## src/rtl/rd_ws_if.sv

```systemverilog
// Read handshake between an initiator (rd/ds) and a target (ws/rvalid/rdata).
interface rd_ws_if #(
  parameter int DW = 8
);
  logic          rd;
  logic          ds;
  logic          ws;
  logic          rvalid;
  logic [DW-1:0] rdata;

  modport master (
    output rd,
    output ds,
    input  ws,
    input  rvalid,
    input  rdata
  );

  modport slave (
    input  rd,
    input  ds,
    output ws,
    output rvalid,
    output rdata
  );
endinterface

```

## src/rtl/rd_ws_responder.sv

```systemverilog
// Target-side responder for the rd/ws/ds read handshake: inserts a
// programmable number of wait states, then presents data from a small local
// store until the initiator's done strobe, advancing the read pointer and
// counting completed transfers.
module rd_ws_responder #(
  parameter int DW = 8,
  parameter int AW = 4,
  parameter int WW = 4
) (
  input  logic          clk,
  input  logic          rst,
  rd_ws_if.slave        bus,
  input  logic [WW-1:0] wait_cfg,
  input  logic          wr_en,
  input  logic [AW-1:0] wr_addr,
  input  logic [DW-1:0] wr_data,
  output logic [AW-1:0] addr,
  output logic [15:0]   xfer_cnt,
  output logic          abort
);

  typedef enum logic [1:0] {
    IDLE  = 2'd0,
    WAIT  = 2'd1,
    READY = 2'd2
  } state_t;

  state_t        state, state_nxt;
  logic [WW-1:0] cnt, cnt_nxt;
  logic          load_rdata;
  logic          done;
  logic          abort_nxt;
  logic [DW-1:0] rdata_q;
  logic [DW-1:0] store [2**AW];

  // Handshake outputs decode straight from the registered state.
  assign bus.ws     = (state == WAIT);
  assign bus.rvalid = (state == READY);
  assign bus.rdata  = rdata_q;

  // State and wait-state counter register.
  always_ff @(posedge clk or posedge rst) begin
    if (rst) begin
      state <= IDLE;
      cnt   <= '0;
    end else begin
      state <= state_nxt;
      cnt   <= cnt_nxt;
    end
  end

  // Next-state logic; ds only matters in READY and READY wins over rd.
  always_comb begin
    state_nxt  = state;
    cnt_nxt    = cnt;
    load_rdata = 1'b0;
    done       = 1'b0;
    abort_nxt  = 1'b0;
    case (state)
      IDLE: begin
        if (bus.rd) begin
          if (wait_cfg == '0) begin
            state_nxt  = READY;
            load_rdata = 1'b1;
          end else begin
            state_nxt = WAIT;
            cnt_nxt   = wait_cfg;
          end
        end
      end
      WAIT: begin
        if (!bus.rd) begin
          state_nxt = IDLE;
          abort_nxt = 1'b1;
        end else if (cnt > WW'(1)) begin
          cnt_nxt = cnt - WW'(1);
        end else begin
          state_nxt  = READY;
          load_rdata = 1'b1;
        end
      end
      READY: begin
        if (bus.ds) begin
          state_nxt = IDLE;
          done      = 1'b1;
        end
      end
      default: state_nxt = IDLE;
    endcase
  end

  // Read data capture, pointer/count advance on completion, abort pulse.
  always_ff @(posedge clk or posedge rst) begin
    if (rst) begin
      rdata_q  <= '0;
      addr     <= '0;
      xfer_cnt <= '0;
      abort    <= 1'b0;
    end else begin
      abort <= abort_nxt;
      if (load_rdata) begin
        rdata_q <= store[addr];
      end
      if (done) begin
        addr     <= addr + AW'(1);
        xfer_cnt <= xfer_cnt + 16'd1;
      end
    end
  end

  // Local store write port; a same-edge read sees the old contents.
  always_ff @(posedge clk) begin
    if (wr_en) begin
      store[wr_addr] <= wr_data;
    end
  end

endmodule

```

## src/flat_wrapper.sv

```systemverilog
// flat-port wrapper written by rule: the top's interface ports become plain ports
module rd_ws_responder_flat 
#(
  parameter int DW = 8,
  parameter int AW = 4,
  parameter int WW = 4
)
  (clk, rst, wait_cfg, wr_en, wr_addr, wr_data, addr, xfer_cnt, abort, bus_rd, bus_ds, bus_ws, bus_rvalid, bus_rdata);
  rd_ws_if #(.DW(DW)) bus_i ();
  input  logic clk;
  input  logic rst;
  input  logic [WW-1:0] wait_cfg;
  input  logic wr_en;
  input  logic [AW-1:0] wr_addr;
  input  logic [DW-1:0] wr_data;
  output logic [AW-1:0] addr;
  output logic [15:0] xfer_cnt;
  output logic abort;
  input wire logic [$bits(bus_i.rd)-1:0] bus_rd;
  input wire logic [$bits(bus_i.ds)-1:0] bus_ds;
  output wire logic [$bits(bus_i.ws)-1:0] bus_ws;
  output wire logic [$bits(bus_i.rvalid)-1:0] bus_rvalid;
  output wire logic [$bits(bus_i.rdata)-1:0] bus_rdata;
  assign bus_i.rd = bus_rd;
  assign bus_i.ds = bus_ds;
  assign bus_ws = bus_i.ws;
  assign bus_rvalid = bus_i.rvalid;
  assign bus_rdata = bus_i.rdata;
  rd_ws_responder #(.DW(DW), .AW(AW), .WW(WW)) u_core (.clk(clk), .rst(rst), .bus(bus_i), .wait_cfg(wait_cfg), .wr_en(wr_en), .wr_addr(wr_addr), .wr_data(wr_data), .addr(addr), .xfer_cnt(xfer_cnt), .abort(abort));
endmodule
```

## config.mk

```make
export PLATFORM = sky130hd
export DESIGN_NAME = rd_ws_responder_flat
export DESIGN_NICKNAME = d
export VERILOG_FILES = /design/src/rtl/rd_ws_if.sv /design/src/rtl/rd_ws_responder.sv /design/src/flat_wrapper.sv
export SDC_FILE = /design/constraint.sdc
export NUM_CORES = 1
export LEC_CHECK = 0
export CORE_ASPECT_RATIO = 1.25
export CORE_UTILIZATION = 60
export DETAILED_ROUTE_END_ITERATION = 6
export PLACE_DENSITY = 0.8
export SLEW_MARGIN = 15
export SYNTH_ARGS = -nofsm -noshare
export SYNTH_HDL_FRONTEND = slang
export SYNTH_SLANG_ARGS = --single-unit
export TNS_END_PERCENT = 10
```

## constraint.sdc

```tcl
create_clock -name clk -period 3.2 [get_ports clk]
set_input_delay 0.64 -clock clk [delete_from_list [all_inputs] [get_ports clk]]
set_output_delay 0.64 -clock clk [all_outputs]
set_load 0.02 [all_outputs]
```

==> reports/metrics.yaml <==
detailed_routing:
  drtIter0Drc: 242
  drc: 0
  dr_total_vias: 3549
  drtAntennaViolNets: 0
  wirelength_mm: 12.98
  wl_per_cell_um: 22.33
  drtPass1Iterations: 5
  via_per_inst: 6.108
global_routing:
  grt_util_all_layers_pct: 25.76
  grt_max_degree: 27
  grt_first_pass_wirelength_mm: 20.38
  grt_pass1_vias: 3651
  antenna_found_initial: 0
  grt_overflow_total: 0
cells_and_area:
  layout_common_cells: "128 x edfxtp_1, 51 x clkdlybuf4s50_1, 34 x dfrtp_1"
  fin_area_um2: 7908
  fin_nets: 461
  final_common_cell: "edfxtp_1"
  area_delta_synth_final_pct: 20.04
  final_layout_size_suffix_gt1_share_pct: 17.82
  antennaDiodeCount: 0
clock_tree:
  cts_buffer_depth: 2
  htree_levels: 4
  cts_hold_buf: 0
  cts_root_buffer: "clkbuf_16"
  cts_resized: 0
  post_cts_buffers: 0
  clkSinkCount: 163
  clk_pin_slew_ps: 60
  cts_tree: "yes"
  insertion_delay_ps: 430
  cts_made_buffers: 17
die:
  die-width_um: 95.72
  die_y_um: 119.2
  core-area_um2: 10620
  ios: 52
  start_util_pct: 62.06
  rows: 42
  die-area_um2: 11410
worst_setup_path:
  cp_max_fo: 8
  critPathArrivalTime_ps: 1920
  start_kind: "flop"
  crit_type: "reg -> out"
  cp_data_required_time_ps: 2560
  r2r_end: "u_core.bus.rdata[7]$_DFFE_PP0P_"
  rr_startpoint: "u_core.addr[1]$_DFFE_PP0P_"
  worst_setup_path_end_kind: "output pin"
  reg2reg_slack_ps: 810
  worstRegToRegCells: 5
yosys:
  netlist_area_um2: 6588
  synth-edff-count: 128
  avgSynthCellArea_um2: 18.40
  ys_async_sr_fraction_pct: 21.47
  synth_nets: 383
  synthCells: 358
  synthFlopType: "edfxtp_1"
  ys_types: 43
  yosysWarnings: 0
  ys_ff_latch: 163
  ys_seq_area_share_pct: 71.64
timing:
  rsz0062_at_grt: "no"
  timing.hold.ws_ps: 473.6
  fin_crit_sh_pct: 79.91
  tns_ps: 0
  hold_viol_final: 0
  slew_violations: 0
  maxSlewHeadroom_pct: 54.95
  fin_skew_ps: 15.47
  finalCriticalPeriod_ps: 2557
  fmax_mhz: 391.1
  tightest_slew_ps: 673.3
  setup_viol: 0
  finalWorstSetupSlack_ps: 643.0
power:
  cellLeakagePower_uw: 0.002799
  power.density_nw_per_um2: 721.9
  total_power_uw: 5708
  peakVddDrop_mv: 0.5187
min_path:
  holdPathEnd: "u_core.xfer_cnt[15]$_DFFE_PP0P_"
  min-delay-start: "u_core.xfer_cnt[15]$_DFFE_PP0P_"
  holdPathStages: 1
  hold_path_class: "reg -> reg"
placement:
  post_dp_cell_area_um2: 7323
  dp_hpwl_mm: 8.464
  dp_slack_ps: 632.1
  portBuffers: 51
  globalplace.congestion: 0.8320
outcome:
  status: "complete, no violations"
job:
  maxCapViolCount: 0
## cell type report
| cell class | count | area (um2) |
|---|---|---|
| clock inverters | 15 | 158.9 |
| clock buffers | 17 | 425.4 |
| well taps | 132 | 165.2 |
| inverters | 7 | 26.28 |
| multi-input cells | 174 | 1735 |
| repair buffers | 73 | 675.6 |
| fillers | 613 | 2708 |
| flip-flops and latches | 163 | 4721 |
## how the worst max path moves through the flow
stage	depth (start not counted)	slack, ps	to	start
2_1_floorplan	2	1070	u_core.store[0][0]$_DFFE_PP_	wr_addr[2]
3_3_place_gp	3	680	u_core.store[3][6]$_DFFE_PP_	wr_en
3_5_place_dp	3	630	u_core.store[3][1]$_DFFE_PP_	wr_en
4_1_cts	3	620	bus_ws	u_core.state[1]$_DFFE_PP0P_
5_1_grt	3	490	bus_ws	u_core.state[1]$_DFFE_PP0P_
6_report	3	640	bus_ws	u_core.state[1]$_DFFE_PP0P_
## metal layers
layer  global-route usage [%]  wire length, um
met1                    31.59             4918
met2                    43.26             7014
met3                    7.471              766
met4                    9.235              276
met5                        0                0
## flip-flops by register name (all words and copies together), names as in the netlist
signal,cells
u_core.state,2
u_core.cnt,4
u_core.abort,1
u_core.xfer_cnt,16
u_core.addr,4
u_core.store,128
u_core.bus.rdata,8
## report_power, final
group | internal [uW] | total, uW | switching (uW)
clock | 1110 | 1980 | 874
sequential | 2440 | 2610 | 170
combinational | 574 | 1120 | 544
## stage by stage
stage	utilization [%]	std cells
global placement	68.99	549
finish	74.49	581
detailed placement	68.99	549
floorplan	-	358
CTS	74.49	581
global route	74.49	581
## cell usage after synthesis (2+ instances only)
library cell,n,share of area (%)
edfxtp_1,128,58
clkbuf_1,6,0.34
nor3_1,7,0.53
ha_1,4,0.76
mux2i_1,9,1.4
mux2_1,8,1.4
xnor2_1,15,2.0
or4_1,3,0.34
o21ai_0,4,0.30
mux4_1,14,5.6
nor2_1,24,1.4
mux4_2,18,6.2
buf_12,2,0.61
nand2b_1,6,0.57
nand3b_1,2,0.23
nand2_1,13,0.74
o22ai_1,8,0.76
nand4_1,3,0.28
inv_1,7,0.40
nand3_1,8,0.61
a21oi_1,9,0.68
buf_6,2,0.34
xor2_1,4,0.53
dfrtp_1,35,13
## worst max-delay path, stage by stage, from the launching register on
cell and delay (ps):
dfrtp_1 440, nand2b_1 280, inv_1 160, clkdlybuf4s50_1 620
## cell families after synthesis
logic type,synth area share (%)
simple gates,6.135
xor+xnor,2.526
buf+inv,2.013
mux,14.47
flops,71.64
compound gates,2.450
fa+ha+maj,0.7598
(Power assumes the default switching activity.)
